File: src/rtl/window_sum_multi_if.sv
// Stream interface for window_sum_multi.
//   din_*  : sample beats into the block (din_ready returned by the block).
//   dout_* : per-window result out of the block (dout_ready returned by the sink).
// Handshake rule for both directions: a transfer happens on a rising clk edge
// where valid && ready are both high. Once valid is raised, the payload is
// held stable until that transfer happens.
// The producer/sink side uses the master modport; the block uses slave.
interface window_sum_multi_if #(
  parameter int W_DATA = 26,
  parameter int N_CH   = 2
) ();
  logic                       din_valid;
  logic                       din_ready;
  logic [N_CH*W_DATA-1:0]     din_data;
  logic [1:0]                 din_eot;
  logic                       dout_valid;
  logic                       dout_ready;
  logic [N_CH*(W_DATA+2)-1:0] dout_data;

  modport master (
    output din_valid, din_data, din_eot, dout_ready,
    input  din_ready, dout_valid, dout_data
  );

  modport slave (
    input  din_valid, din_data, din_eot, dout_ready,
    output din_ready, dout_valid, dout_data
  );
endinterface

File: src/rtl/window_sum_multi.sv
// Multi-channel box sum from integral-image samples.
// A window is cfg_win_h rows of cfg_win_w beats, row-major. For each channel
// the result is D - B - C + A, where A/B/C/D are the top-left, top-right,
// bottom-left and bottom-right samples of the window, computed modulo
// 2^(W_DATA+2).
// Ports:
//   clk, rst           : clock, synchronous active-high reset
//   cfg_win_w/h        : window size, latched on a window's first beat
//                        (0 -> 1, above maximum -> maximum)
//   bus (slave)        : din_* sample stream in, dout_* result stream out
//   err_eot            : one-cycle pulse after a beat with wrong din_eot framing
//   dbg_state          : 1 while a window is partially accumulated
module window_sum_multi #(
  parameter int W_DATA    = 26,
  parameter int N_CH      = 2,
  parameter int MAX_WIN_W = 24,
  parameter int MAX_WIN_H = 24
) (
  input  logic                           clk,
  input  logic                           rst,
  input  logic [$clog2(MAX_WIN_W+1)-1:0] cfg_win_w,
  input  logic [$clog2(MAX_WIN_H+1)-1:0] cfg_win_h,
  window_sum_multi_if.slave              bus,
  output logic                           err_eot,
  output logic                           dbg_state
);
  localparam int CW = $clog2(MAX_WIN_W+1);
  localparam int HW = $clog2(MAX_WIN_H+1);
  localparam int AW = W_DATA + 2;

  typedef enum logic {IDLE, ACCUM} state_t;

  state_t               state_q, state_n;
  logic [CW-1:0]        col_q, col_n, w_q, w_n, w_cl, cur_w;
  logic [HW-1:0]        row_q, row_n, h_q, h_n, h_cl, cur_h;
  logic [AW-1:0]        acc_q [N_CH];
  logic [AW-1:0]        acc_n [N_CH];
  logic [AW-1:0]        acc_sum [N_CH];
  logic [AW-1:0]        smp;
  logic                 dout_valid_q, dout_valid_n;
  logic [N_CH*AW-1:0]   dout_data_q, dout_data_n;
  logic                 err_n;
  logic                 din_ready;
  logic                 accept, last_col, last_row, frame_err, final_beat;
  logic                 c_a, c_b, c_c, c_d;

  assign din_ready      = !dout_valid_q || bus.dout_ready;
  assign bus.din_ready  = din_ready;
  assign bus.dout_valid = dout_valid_q;
  assign bus.dout_data  = dout_data_q;
  assign dbg_state      = (state_q == ACCUM);

  always_comb begin
    w_cl = (cfg_win_w == '0) ? CW'(1) :
           (cfg_win_w > CW'(MAX_WIN_W)) ? CW'(MAX_WIN_W) : cfg_win_w;
    h_cl = (cfg_win_h == '0) ? HW'(1) :
           (cfg_win_h > HW'(MAX_WIN_H)) ? HW'(MAX_WIN_H) : cfg_win_h;
    // In IDLE the beat on the bus is the window's first, so live cfg applies.
    cur_w = (state_q == IDLE) ? w_cl : w_q;
    cur_h = (state_q == IDLE) ? h_cl : h_q;

    accept     = bus.din_valid && din_ready;
    last_col   = (col_q == cur_w - CW'(1));
    last_row   = (row_q == cur_h - HW'(1));
    frame_err  = accept && ((bus.din_eot[0] != last_col) ||
                            (bus.din_eot[1] != (last_col && last_row)));
    final_beat = accept && !frame_err && last_col && last_row;

    // Corner membership; coinciding corners cancel when w=1 or h=1.
    c_a = (row_q == '0) && (col_q == '0);
    c_b = (row_q == '0) && last_col;
    c_c = last_row && (col_q == '0);
    c_d = last_row && last_col;

    smp = '0;
    for (int k = 0; k < N_CH; k++) begin
      smp        = {2'b00, bus.din_data[k*W_DATA +: W_DATA]};
      acc_sum[k] = acc_q[k] + (c_a ? smp : '0) - (c_b ? smp : '0)
                            - (c_c ? smp : '0) + (c_d ? smp : '0);
    end

    state_n     = state_q;
    col_n       = col_q;
    row_n       = row_q;
    w_n         = w_q;
    h_n         = h_q;
    acc_n       = acc_q;
    dout_data_n = dout_data_q;
    err_n       = frame_err;

    if (accept) begin
      if (frame_err || final_beat) begin
        state_n = IDLE;
        col_n   = '0;
        row_n   = '0;
        for (int k = 0; k < N_CH; k++) acc_n[k] = '0;
        if (final_beat) begin
          for (int k = 0; k < N_CH; k++) dout_data_n[k*AW +: AW] = acc_sum[k];
        end
      end else begin
        state_n = ACCUM;
        w_n     = cur_w;
        h_n     = cur_h;
        acc_n   = acc_sum;
        if (last_col) begin
          col_n = '0;
          row_n = row_q + HW'(1);
        end else begin
          col_n = col_q + CW'(1);
        end
      end
    end

    dout_valid_n = final_beat ? 1'b1 : (bus.dout_ready ? 1'b0 : dout_valid_q);
  end

  always_ff @(posedge clk) begin
    if (rst) begin
      state_q      <= IDLE;
      col_q        <= '0;
      row_q        <= '0;
      w_q          <= CW'(1);
      h_q          <= HW'(1);
      for (int k = 0; k < N_CH; k++) acc_q[k] <= '0;
      dout_valid_q <= 1'b0;
      dout_data_q  <= '0;
      err_eot      <= 1'b0;
    end else begin
      state_q      <= state_n;
      col_q        <= col_n;
      row_q        <= row_n;
      w_q          <= w_n;
      h_q          <= h_n;
      for (int k = 0; k < N_CH; k++) acc_q[k] <= acc_n[k];
      dout_valid_q <= dout_valid_n;
      dout_data_q  <= dout_data_n;
      err_eot      <= err_n;
    end
  end
endmodule

File: src/flat_wrapper.sv
// flat-port wrapper written by rule: the top's interface ports become plain ports
module window_sum_multi_flat 
#(
  parameter int W_DATA    = 26,
  parameter int N_CH      = 2,
  parameter int MAX_WIN_W = 24,
  parameter int MAX_WIN_H = 24
)
  (clk, rst, cfg_win_w, cfg_win_h, err_eot, dbg_state, bus_din_valid, bus_din_data, bus_din_eot, bus_dout_ready, bus_din_ready, bus_dout_valid, bus_dout_data);
  window_sum_multi_if #(.W_DATA(W_DATA), .N_CH(N_CH)) bus_i ();
  input  logic clk;
  input  logic rst;
  input  logic [$clog2(MAX_WIN_W+1)-1:0] cfg_win_w;
  input  logic [$clog2(MAX_WIN_H+1)-1:0] cfg_win_h;
  output logic err_eot;
  output logic dbg_state;
  input wire logic [$bits(bus_i.din_valid)-1:0] bus_din_valid;
  input wire logic [$bits(bus_i.din_data)-1:0] bus_din_data;
  input wire logic [$bits(bus_i.din_eot)-1:0] bus_din_eot;
  input wire logic [$bits(bus_i.dout_ready)-1:0] bus_dout_ready;
  output wire logic [$bits(bus_i.din_ready)-1:0] bus_din_ready;
  output wire logic [$bits(bus_i.dout_valid)-1:0] bus_dout_valid;
  output wire logic [$bits(bus_i.dout_data)-1:0] bus_dout_data;
  assign bus_i.din_valid = bus_din_valid;
  assign bus_i.din_data = bus_din_data;
  assign bus_i.din_eot = bus_din_eot;
  assign bus_i.dout_ready = bus_dout_ready;
  assign bus_din_ready = bus_i.din_ready;
  assign bus_dout_valid = bus_i.dout_valid;
  assign bus_dout_data = bus_i.dout_data;
  window_sum_multi #(.W_DATA(W_DATA), .N_CH(N_CH), .MAX_WIN_W(MAX_WIN_W), .MAX_WIN_H(MAX_WIN_H)) u_core (.clk(clk), .rst(rst), .cfg_win_w(cfg_win_w), .cfg_win_h(cfg_win_h), .bus(bus_i), .err_eot(err_eot), .dbg_state(dbg_state));
endmodule
File: config.mk
export PLATFORM = sky130hd
export DESIGN_NAME = window_sum_multi_flat
export DESIGN_NICKNAME = d
export VERILOG_FILES = /design/src/rtl/window_sum_multi_if.sv /design/src/rtl/window_sum_multi.sv /design/src/flat_wrapper.sv
export SDC_FILE = /design/constraint.sdc
export NUM_CORES = 1
export LEC_CHECK = 0
export CAP_MARGIN = 0
export CORE_ASPECT_RATIO = 0.75
export CORE_MARGIN = 5
export CORE_UTILIZATION = 60
export DETAILED_ROUTE_END_ITERATION = 7
export PLACE_DENSITY = 0.95
export SETUP_SLACK_MARGIN = 0.3
export SLEW_MARGIN = 20
export SYNTH_ARGS = -nofsm -noshare
export SYNTH_HDL_FRONTEND = slang
export SYNTH_SLANG_ARGS = --single-unit
File: constraint.sdc
create_clock -name clk -period 10.9 [get_ports clk]
set_input_delay 3.27 -clock clk [delete_from_list [all_inputs] [get_ports clk]]
set_output_delay 3.27 -clock clk [all_outputs]
set_load 0.005 [all_outputs]
# Word level (Yosys, flattened, before mapping)
# Cells that the tools add are included.
# Widths: inputs -> output; s select.
[word_totals] regBits=135 latchBits=0 ram_bits=0 rom_bits=0 input_bits=68 out_inout_bits=60 word_cells=74 memories=0
[op_classes] add_sub_neg=12 mul=0 div_mod_pow=0 magnitude_cmp=2 n_eq_ne=4 shift=0 muxes=22 n_bitwise=1 reduce_logical=23
[ops] operator="$mux 26" count=8
[ops] operator="$add 28x28->28" count=4
[ops] operator="$sub 28x28->28" count=4
[ops] operator="$mux 56" count=1
[ops] operator="$mux 5" count=10
[ops] operator="$logic_not 5->1" count=4
[ops] operator="$add 5x1->5 const B" count=2
[ops] operator="$eq 5x5->1" count=2
[ops] operator="$gt 5x5->1 const B" count=2
[ops] operator="$sub 5x1->5 const B" count=2
[ops] operator="$logic_and 1x1->1" count=9
[ops] operator="$reduce_and 2->1" count=2
[ops] operator="$reduce_bool 2->1" count=2
[ops] operator="$logic_or 1x1->1" count=3
[ops] operator="$mux 1" count=3
[ops] operator="$reduce_and 3->1" count=1
[ops] operator="$logic_not 1->1" count=2
[ops] operator="$ne 1x1->1" count=2
[ops] operator="$not 1->1" count=1

# Logic depth before layout (Yosys ltp)
[depth] depth_word=17 ltp_mapped=29 mapped_depth_nobuf=26

# Worst setup path after synthesis
# OpenSTA, ideal clock, no wires.
[synth_path] kind="input-to-reg" from="in cfg_win_h[1]" to="reg u_core.acc_q[49] (netlist name)" setup_ns=0.070 arrival_ns=9.480 required_time_ns=10.830 setup_slack_ns=1.350 path_stages=26 path_buffers=2 path_cell_list="nor2b_1 > a22oi_1 > ha_1 > inv_1 > a2111o_1 > o211ai_1 > o211ai_1 > a221oi_2 > buf_4 > nor4b_4 > clkbuf_1 > nand2_1 > fa_1 > fa_1 > inv_1 > fa_1 > inv_1 > fa_1 > a21oi_1 > o211ai_1 > a221oi_1 > o31ai_1 > a2111o_1 > o2111ai_1 > o21ai_0 > a21oi_1"
[synth_via] elab_chain_len=16
[synth_rtl] item="start: declaration" line="flat_wrapper.sv:14" rtl="input logic [$clog2(MAX_WIN_H+1)-1:0] cfg_win_h;"
[synth_rtl] item="$gt 5x5->1" line="window_sum_multi.sv:57" rtl="(cfg_win_h > HW'(MAX_WIN_H)) ? HW'(MAX_WIN_H) : cfg_win_h;"
[synth_rtl] item="$mux 5" line="window_sum_multi.sv:57"
[synth_rtl] item="$mux 5 *" line="window_sum_multi.sv:56" rtl="h_cl = (cfg_win_h == '0) ? HW'(1) :"
[synth_rtl] item="$mux 5 *" line="window_sum_multi.sv:60" rtl="cur_h = (state_q == IDLE) ? h_cl : h_q;"
[synth_rtl] item="$sub 5x1->5 *" line="window_sum_multi.sv:64" rtl="last_row = (row_q == cur_h - HW'(1));"
[synth_rtl] item="$eq 5x5->1 *" line="window_sum_multi.sv:64"
[synth_rtl] item="parallel branches: the longest is 9 deep, another holds $sub 28x28->28"
[synth_rtl] item="$mux 56 *" line="window_sum_multi.sv:92" rtl="if (frame_err || final_beat) begin"
[synth_rtl] item="end: declaration" line="window_sum_multi.sv:36" rtl="logic [AW-1:0] acc_q [N_CH];"
# Mark *: on every way between the ends.
# A chain may end at the register's enable or synchronous reset.

# Worst setup path in the final report
[layout_path] from="in cfg_win_h[4]" to="reg u_core.acc_q[27] (netlist name)"
# The elaborated chain is that of the path after synthesis.

==> out/results.ini <==
[clock_tree]
h-tree-depth = 4
cts-root-buf = clkbuf_16
cts.clk_slew.worst_paths_ns = 0.06
clockBufferDepth = 2
cts_tree = done
clk_latency_ns = 0.44
clock-sinks = 135
cts_made_buffers = 17
cts_hold_buf = 0

[cells_and_area]
layout_commonest_cell = inv_1
fin_nets = 2013
drive_gt1_frac = 0.0386
final_util = 0.700
area_growth_pct = 15.3
layout_common_cells = inv_1 (256), nand2_1 (249), fa_1 (156), dfxtp_1 (135), a21oi_1 (134)

[timing]
worst_pin_slew_ns = 1.15
fin_setup_tns_ns = 0
hold_slack_ns = 0.454
hold_viol = 0
min_period_over_period = 0.943
rsz0062_at_grt = false
finClkSkew_ns = 0.00977
setup_violations = 0
drv_slew = 0
post-route-min-period_ns = 10.28
slew_headroom = 0.225
fmax_ghz = 0.0973

[pwr]
finalPower_uw = 2480
p_per_area_nw_per_um2 = 161
leakage_uw = 0.00657
power_frac_seq = 0.215
internal_power_uw = 1410
pwr-share-comb = 0.542
p_clk_frac = 0.243
swShare = 0.430
p_switching_uw = 1070
irDropWorstVdd_mv = 0.0975

[logic_synthesis]
ys_ff_latch = 135
syn-cell-area_um2 = 13300
synthesis.nets = 1931
synth_edf_count = 0
yosysWarnings = 0
ys_top_cells_by_area = fa_1 (23%), dfxtp_1 (20%), inv_1 (7.2%), nand2_1 (7.0%), ha_1 (6.0%)
syn_avg_cell_area_um2 = 8.12
dominantRegCellSynth = dfxtp_1
ys_seq_area_frac = 0.203
yosysUniqueCellTypes = 67
synth_cells = 1643
async_flop_share = 0
synth_largest_area_cell = fa_1
yosys.area.top_type_share = 0.234

[grt]
grt_antenna_before_repair = 2
grt_pass1_vias = 12672
grt_use_total = 0.288
grt_max_degree = 80
gr-total-overflow = 0
grt_first_pass_wirelength_um = 60600

[worst_hold_path]
min_path_cells = 2
min_from = u_core.bus.dout_data[47]$_SDFFE_PP0P_
hold_path_end = u_core.bus.dout_data[47]$_SDFFE_PP0P_
hold_path.class = reg2reg

[route]
via_per_inst = 5.99
wl_um = 36300
ant_nets = 0
wire_per_inst_um = 17.8
drc = 0
vias = 12187
dr.pass1.iters = 6
drt_iter0_drc = 1214

[setup_path]
reg2reg_from = u_core.dbg_state$_SDFFE_PP0P_
r2r_cells = 26
worstSetupPathType = in2reg
timing.rr.end = u_core.acc_q[27]$_SDFFE_PP0P_
cp-start-kind = primary input
required_ns = 11.24
cp_max_fo = 19
arrival_ns = 10.62
reg2reg_slack_ns = 3.22
crit_path_end_kind = flop

[floorplanning]
core-area_um2 = 22000
rows = 47
die_area_um2 = 25400
die_h_um = 139
io_pins = 128
start_util = 0.607
die_x_um = 182

[place]
hpwlAfterDp_um = 25800
place.gp.congestion = 0.934
port-buffer-count = 127

[run]
drv_cap = 0

[run_status]
status = complete, no violations

layer usage:
metal / global-route usage / part of all wire
met3: 0.0648 / 0.096
met1: 0.369 / 0.39
met2: 0.480 / 0.48
met4: 0.110 / 0.033
met5: 0 / 0
cell type report:
cell class                      instances  area, um^2
Multi-Input combinational cell       1170        9360
Fill cell                            1608        6600
Sequential cell                       135        2700
Timing Repair Buffer                  145        1400
Inverter                              256         961
Clock buffer                           22         464
Tap cell                              294         368
Clock inverter                          8         124
Antenna cell                            3        7.51
sequential cells by signal, indices dropped and copies added, names as in the netlist:
name                   count
u_core.acc_q              56
u_core.bus.dout_data      56
u_core.col_q               5
u_core.h_q                 5
u_core.row_q               5
u_core.w_q                 5
u_core.bus.dout_valid      1
u_core.dbg_state           1
u_core.err_eot             1
power by group through the flow:
stage	clock network (uW)	logic, uW	registers (uW)
2_1_floorplan	0	971	539
3_3_place_gp	0	1230	542
3_5_place_dp	0	1280	544
4_1_cts	597	1300	533
5_1_grt	621	1490	536
6_report	601	1340	534
worst max-delay path by stage:
| stage | from | to | slack [ns] | cells after the start |
|---|---|---|---|---|
| global placement | cfg_win_w[3] | u_core.bus.dout_data[27]$_SDFFE_PP0P_ | 0.55 | 26 |
| floorplan | cfg_win_h[1] | u_core.acc_q[49]$_SDFFE_PP0P_ | 1.35 | 26 |
| detailed placement | cfg_win_w[3] | u_core.acc_q[49]$_SDFFE_PP0P_ | 0.20 | 25 |
| CTS | cfg_win_w[3] | u_core.acc_q[49]$_SDFFE_PP0P_ | 0.53 | 25 |
| global route | cfg_win_w[3] | u_core.bus.dout_data[48]$_SDFFE_PP0P_ | 0.29 | 26 |
| finish | cfg_win_h[4] | u_core.acc_q[27]$_SDFFE_PP0P_ | 0.62 | 27 |
cell families after synthesis:
group           after synthesis  synth area share
compound gates              324             0.147
mux                          28            0.0213
simple gates                542             0.199
xor+xnor                     56            0.0368
fa+ha+maj                   220             0.294
flops                       135             0.203
buf+inv                     338            0.0995
Yosys cell counts (all sizes together) (4+ instances only):
master,instances
a211oi,13
a21boi,5
a21o,13
a21oi,136
a221oi,5
a31oi,6
and2,61
and3,55
buf,16
clkbuf,66
dfxtp,135
fa,156
ha,64
inv,256
mux2i,28
nand2,250
nand2b,17
nand3,16
nand3b,14
nand4,9
nand4b,4
nor2,61
nor2b,10
nor3,16
nor4,8
o211ai,16
o21a,9
o21ai,78
o21bai,6
o22ai,5
o31ai,9
or3,8
xnor2,34
xor2,22
per-stage QoR:
stage          setup WS, ns  std cells  cell area (um^2)
2_1_floorplan          1.35       1643             13300
3_3_place_gp          0.552       1998             14800
6_report              0.624       2033             15400
3_5_place_dp          0.199       1998             14800
5_1_grt               0.291       2032             15400
4_1_cts               0.525       2028             15400
critical path, stage by stage:
cell and delay, ns:
clkdlybuf4s50_1 0.55, nand2_1 0.16, a22oi_1 0.33, ha_1 0.28, inv_1 0.09, a2111o_1 0.28
o211ai_1 0.09, o211ai_1 0.15, a221oi_4 0.39, nor4b_4 0.37, buf_4 0.33, nand2_1 0.11
fa_1 0.48, fa_1 0.51, inv_1 0.07, fa_1 0.50, inv_1 0.07, fa_1 0.43
a211oi_1 0.38, o211ai_1 0.19, nor2b_1 0.18, o32ai_1 0.29, buf_4 0.20, a31oi_1 0.12
o41ai_1 0.37, xnor2_1 0.18, o31ai_1 0.23
timing repair:
action	in CTS	in global routing
resized for setup	0	3
endpoints found under the setup margin	0	11
setup buffers	0	2
No activity file was read; power rests on OpenSTA's default activity.
==> variant 1: new RTL, same settings <==
`MAX_WIN_H` is set to 24 in 2 places; all go to 48.
--- a/src/rtl/window_sum_multi.sv
+++ b/src/rtl/window_sum_multi.sv
@@ -16,3 +16,3 @@
   parameter int MAX_WIN_W = 24,
-  parameter int MAX_WIN_H = 24
+  parameter int MAX_WIN_H = 48
 ) (
--- a/src/flat_wrapper.sv
+++ b/src/flat_wrapper.sv
@@ -6,3 +6,3 @@
   parameter int MAX_WIN_W = 24,
-  parameter int MAX_WIN_H = 24
+  parameter int MAX_WIN_H = 48
 )
Ports: changed (resized cfg_win_h); port bits go from 128 to 129. No check against the original RTL was run, so the function may have changed too.
==> variant 1 against the original RTL <==
  * Non-clock buffer count fell by 4
  * Routed wire length is 2.7% lower
  * Power is 8.1% lower
  * Synthesized area shrank 1.7%
  * Design area down 1.3%
  * Highest routed layer is now met5
  * Worst setup slack got worse by 0.015 ns
  * Global-route usage fell by 0.24 points
  * Sequential cell count is 2 higher
  * Synthesized cell count fell by 2.7%
  * Critical path type unchanged
==> variant 1: results (changes against the original RTL) <==
| Metric | Value |
|---|---|
| First DRT Iteration DRCs | 1419 (was 1214) |
| Crit path max fanout | 25 (was 19) |
| First-pass GRT wire length | 58900 µm (was 60600 µm) |
| Post-DP HPWL | 25200 µm (was 25800 µm) |
| Critical-path top delay cell | or4_1 (was clkdlybuf4s50_1) |
| Dpl ws | 0.247 ns (was 0.199 ns) |
| Initial antenna violation count | 2 (unchanged) |
| Commonest non-fill, non-tap cell in the layout | inv_1 (unchanged) |
| Clk_lat worst skew | 0.44 ns (about the same) |
| Status | complete, no violations (unchanged) |
| H-tree depth | 4 (unchanged) |
| Worst vdd ir | 109 µV (was 97.5 µV) |
| Clock buffer depth | 2 (unchanged) |
| Total Routing Usage GR | 28.6% (was 28.8%) |
| Clk_skew | 0.0112 ns (was 0.00977 ns) |
| Syn Nets | 1888 (was 1931) |
| Post-synth top flop | dfxtp_1 (unchanged) |
| Yosys cell types | 66 (was 67) |
| CTS clk-pin slew, worst paths | 0.06 ns (about the same) |
| Worst-margin pin slew | 1.11 ns (was 1.15 ns) |
| GP Congestion | 0.920 (was 0.934) |
| Worst reg2reg path startpoint | u_core.dbg_state (unchanged) |
| Post-synth top area cell | fa_1 (unchanged) |
| Root buffer cell | clkbuf_16 (unchanged) |
| Number of antenna diodes | 0 (was 3) |
| Vias in the first global route | 11900 (was 12700) |
| Crit-path max cell delay | 0.55 ns (about the same) |
| Register area share after synthesis | 20.9% (was 20.3%) |
| Setup Fix Bufs, Post-CTS | 0 (unchanged) |
| Worst path arrival time | 10.60 ns (was 10.62 ns) |
| Worst setup path startpoint | cfg_win_h[4] (unchanged) |
| Largest net degree at the start of global routing | 80 (unchanged) |
| Async S/R FF share, synth | 0% (unchanged) |
| Final net count | 1979 (was 2013) |
| Layout cells sized above 1 | 4.29% (was 3.86%) |
| IO buf count | 128 (was 127) |
| Synth area leaders | fa_1 (24%), dfxtp_1 (21%), inv_1 (7.5%) (was fa_1 (23%), dfxtp_1 (20%), inv_1 (7.2%)) |
| Top post-synthesis cells by count | inv_1 (262), nand2_1 (254), fa_1 (156) (was inv_1 (256), nand2_1 (250), fa_1 (156)) |
| Final WL | 35300 µm (was 36300 µm) |
| Crit-path leading delay family | compound AO/OA/AOI/OAI gates (unchanged) |
| Post-detailed-route via-to-cell ratio | 5.86 (was 5.99) |
| GRT overflow | 0 (unchanged) |
| Hold_sp | u_core.bus.dout_data[21] (was u_core.bus.dout_data[47]) |
| Hold Crit Class | reg -> reg (unchanged) |
| LEAKAGE | 6.53 nW (was 6.57 nW) |
| Yosys warning count | 0 (unchanged) |
==> variant 1: cell count changes after synthesis, moves of 8 or more <==
cell	change
o21ai_0	-48
nand3b_1	-13
a22o_1	+14
mux2i_1	-18
nor2_1	+28
a31oi_1	+9
o31ai_1	-8
a22oi_1	+37
and3_1	-46
and2_1	+51
clkbuf_1	-11
a21o_1	+9
a21oi_1	-32
==> variant 1: logic make-up after synthesis <==
logic type / after synthesis / synth area share (%)
buffers and inverters: 332 / 9.94
and+or+nand+nor: 552 / 19.6
DFF: 137 / 20.9
AOI/OAI and AO/OA: 290 / 14.8
xor gates and xnor gates: 58 / 3.93
adders and majority gates: 220 / 29.9
muxes: 10 / 0.859
==> variant 1: per-layer routing <==
metal	vias to the layer above	wire length (µm)	track usage [%]
li1	5297	-	-
met1	5580	13900	37.4
met2	666	16400	46.3
met3	123	3790	6.84
met4	4	1190	11.1
met5	-	24	0
==> variant 1: final cells by class <==
cell class / count / area [µm²]
multi-input combinational: 1130 / 9110
clock buffer: 20 / 447
clock inverter: 12 / 165
inverter: 263 / 987
timing repair buffer: 141 / 1380
fill: 1497 / 6100
tap: 288 / 360
sequential: 137 / 2740
==> variant 1: power by group <==
group / switching, mW / internal (mW)
Clock: 0.248 / 0.370
Combinational: 0.685 / 0.435
Sequential: 0.0151 / 0.523
==> variant 1: worst register-to-register path, cell delays in order (launching register included) <==
cell      delay, ns
dfxtp_1        0.98
nor2b_1        0.15
a22oi_1        0.38
ha_1           0.32
xor2_1         0.17
nand3_1        0.11
or3b_1         0.41
a21oi_1        0.28
and3_2         0.39
buf_4          0.35
and2_1         0.22
fa_1           0.41
fa_1           0.49
inv_1          0.05
fa_1           0.47
inv_1          0.04
ha_1           0.31
o21ai_0        0.34
a21boi_0       0.21
o22ai_1        0.21
o22ai_2        0.15
a22oi_1        0.37
nand3_1        0.16
o211ai_1       0.14
xor2_1         0.27
o21ai_0        0.13
==> variant 1: final timing paths <==
path,to,slack [ns],cells after the start
worst max-delay path,u_core.acc_q[24],0.61,28
worst min-delay path,u_core.bus.dout_data[21],0.45,2
worst max register to register,u_core.acc_q[24],3.26,25
worst min register to register,u_core.bus.dout_data[21],0.45,2
==> variant 1: stage by stage <==
step                std cells  utilization [%]  total power, mW  cell area [µm²]
floorplan                1599                -             1.35            13100
global placement         1959             68.3             1.56            14600
detailed placement       1959             68.3             1.60            14600
CTS                      1991             71.2             2.24            15200
global route             1991             71.4             2.43            15200
finish                   1991             71.4             2.28            15200
==> variant 1: timing repair <==
item,in CTS,in global routing
resized for setup,0,7
setup endpoints to repair,0,20
hold endpoints to repair,0,0
==> variant 2: new RTL, same flow settings <==
Without the edit above. `dout_data_q` no longer has a reset.
--- a/src/rtl/window_sum_multi.sv
+++ b/src/rtl/window_sum_multi.sv
@@ -125,3 +125,2 @@
       dout_valid_q <= 1'b0;
-      dout_data_q  <= '0;
       err_eot      <= 1'b0;
@@ -135,3 +134,2 @@
       dout_valid_q <= dout_valid_n;
-      dout_data_q  <= dout_data_n;
       err_eot      <= err_n;
@@ -139,2 +137,6 @@
   end
+
+  always_ff @(posedge clk) begin
+    dout_data_q <= dout_data_n;
+  end
 endmodule
Behaviour: no difference found for any inputs over 4 cycles, from zero or initial values and one cycle with rst high; that may be too few to reach the edited logic, so the function may still have changed.
==> variant 2 against the original RTL <==
  * Synthesized area fell by 5.0%
  * Sequential power is 18% higher
  * Combinational power is 8% lower
  * Via count fell by 14%
  * Power is 2.1% lower
  * First-iteration DRC count decreased by 19%
  * Critical endpoint is now u_core.acc_q[54]
  * Non-clock buffer count decreased by 2
  * Worst setup slack better by 0.033 ns
  * Routed wire length decreased by 11%
  * Design area is 3.7% lower
  * Critical path type unchanged
  * Sequential cell count did not move
==> variant 2: results (changes against the original RTL) <==
| Metric | Value |
|---|---|
| Top post-synthesis cells by count | inv_1 (249), nand2_1 (195), fa_1 (156) (was inv_1 (256), nand2_1 (250), fa_1 (156)) |
| Synth Area in Compound Gates | 10.7% (was 14.7%) |
| Clock buffer depth | 2 (unchanged) |
| Yosys cell types | 64 (was 67) |
| Crit-path max cell delay | 0.55 ns (about the same) |
| Yosys warning count | 0 (unchanged) |
| Critical-path top delay cell | fa_1 (was clkdlybuf4s50_1) |
| Crit-path leading delay family | compound AO/OA/AOI/OAI gates (unchanged) |
| Clock tree from TritonCTS | yes (unchanged) |
| Worst reg2reg path startpoint | u_core.dbg_state (unchanged) |
| Post-synth top flop | dfxtp_1 (unchanged) |
| Largest net degree at the start of global routing | 70 (was 80) |
| Hold Crit Class | reg -> reg (unchanged) |
| Worst Setup EP | u_core.acc_q[54] (was u_core.acc_q[27]) |
| Post-synthesis mux area share | 0.711% (was 2.13%) |
| Number of synthesized flops with an enable pin | 56 (was 0) |
| Worst setup path startpoint | cfg_win_w[4] (was cfg_win_h[4]) |
| Worst path arrival time | 10.56 ns (was 10.62 ns) |
| DR WL/cell | 17.6 µm (was 17.8 µm) |
| R2R cell count | 26 (unchanged) |
| First DRT Iteration DRCs | 989 (was 1214) |
| Post-detailed-route via-to-cell ratio | 5.72 (was 5.99) |
| Status | complete, no violations (unchanged) |
| Dpl cells | 1796 (was 1998) |
| Detailed Routing Iterations Pass 1 | 5 (was 6) |
| Post-synthesis adder-cell area fraction | 31.0% (was 29.4%) |
| GP Congestion | 0.912 (was 0.934) |
| Hold_sp | u_core.acc_q[53] (was u_core.bus.dout_data[47]) |
| Avg Cell Area, Syn | 8.93 µm² (was 8.12 µm²) |
| CTS clk-pin slew, worst paths | 0.06 ns (about the same) |
| Placed Area | 14300 µm² (was 14800 µm²) |
| LEAKAGE | 6.34 nW (was 6.57 nW) |
| Worst hold stages | 2 (unchanged) |
| Post-DP HPWL | 23600 µm (was 25800 µm) |
| Initial antenna violation count | 6 (was 2) |
| Reg-to-reg setup timing slack | 3.32 ns (was 3.22 ns) |
| Crit path max fanout | 19 (unchanged) |
| Vias in the first global route | 11000 (was 12700) |
| Num CTS Buffers | 17 (unchanged) |
| First-pass GRT wire length | 53000 µm (was 60600 µm) |
| H-tree depth | 4 (unchanged) |
| Routed vias | 10500 (was 12200) |
| Worst-margin pin slew | 0.876 ns (was 1.15 ns) |
| Post-synthesis xor/xnor area fraction | 4.28% (was 3.68%) |
| Register area share after synthesis | 25.7% (was 20.3%) |
| Root buffer cell | clkbuf_16 (unchanged) |
| Clk_skew | 0.0166 ns (was 0.00977 ns) |
| Min-Delay Endpoint | u_core.acc_q[53] (was u_core.bus.dout_data[47]) |
| Setup Fix Bufs, Post-CTS | 0 (unchanged) |
| Syn Nets | 1707 (was 1931) |
| Worst vdd ir | 104 µV (was 97.5 µV) |
| Synth area leaders | fa_1 (25%), edfxtp_1 (13%), dfxtp_1 (12%) (was fa_1 (23%), dfxtp_1 (20%), inv_1 (7.2%)) |
| Total Routing Usage GR | 27.7% (was 28.8%) |
| Layout cells sized above 1 | 4.55% (was 3.86%) |
## variant 2: cell types whose count changed after synthesis, sizes merged, moves of 48 or more
cell,unedited run,this run
nand2,250,195
a21oi,136,88
dfxtp,135,79
and2,61,110
o21ai,78,22
edfxtp,0,56
## variant 2: logic make-up after synthesis
| logic type | count (synthesis) |
|---|---|
| buffers and inverters | 303 |
| and+or+nand+nor | 480 |
| adders and majority gates | 220 |
| muxes | 9 |
| AOI/OAI and AO/OA | 210 |
| xor gates and xnor gates | 62 |
| DFF | 135 |
## variant 2: per-stage QoR
stage	hold WS, ns	setup WS (ns)
2_1_floorplan	0.432	1.48
3_3_place_gp	0.437	0.692
3_5_place_dp	0.444	0.364
4_1_cts	0.454	0.739
5_1_grt	0.478	0.369
6_report	0.451	0.658
## variant 2: metal layers
| layer | up-vias | global-route usage, % | wire length [µm] | share of wire (%) |
|---|---|---|---|---|
| li1 | 4769 | - | - | - |
| met1 | 5096 | 35.5 | 13000 | 40 |
| met2 | 492 | 45.1 | 15300 | 48 |
| met3 | 113 | 6.95 | 2720 | 8.4 |
| met4 | 8 | 11.9 | 1130 | 3.5 |
| met5 | - | 0 | 51 | 0.16 |
## variant 2: area by class of cell
| type | instances | area, µm² |
|---|---|---|
| Tap cell | 288 | 360 |
| Fill cell | 1502 | 6120 |
| Clock buffer | 17 | 425 |
| Inverter | 249 | 935 |
| Clock inverter | 15 | 133 |
| Timing Repair Buffer | 143 | 1400 |
| Sequential cell | 135 | 3260 |
| Antenna cell | 3 | 7.51 |
| Multi-Input combinational cell | 981 | 8300 |
## variant 2: report_power, final
| group | switching, mW | leakage (nW) | internal [mW] |
|---|---|---|---|
| clock | 0.262 | 0.272 | 0.301 |
| combinational | 0.751 | 4.93 | 0.484 |
| sequential | 0.0146 | 1.14 | 0.613 |
## variant 2: worst register-to-register path, stage by stage (launching register included)
cell and delay (ns):
dfxtp_1 0.76, nor2b_1 0.11, a22o_1 0.24, inv_1 0.09, ha_1 0.23, nand2_1 0.06, or3_1 0.31, a31oi_1 0.19
o221ai_2 0.32, nor2_4 0.46, buf_4 0.36, nand2_1 0.14, fa_1 0.49, fa_1 0.55, inv_1 0.06, fa_1 0.52
inv_1 0.07, ha_1 0.29, a21o_1 0.15, a21oi_1 0.17, o21ai_0 0.20, a31oi_1 0.42, nor4b_1 0.13, o41ai_1 0.55
o21ai_0 0.21, xnor2_1 0.19, a32o_1 0.22
## variant 2: timing repair
item | CTS | global route
setup endpoints to repair | 0 | 1
gates resized for setup | 0 | 1
hold endpoints to repair | 0 | 0
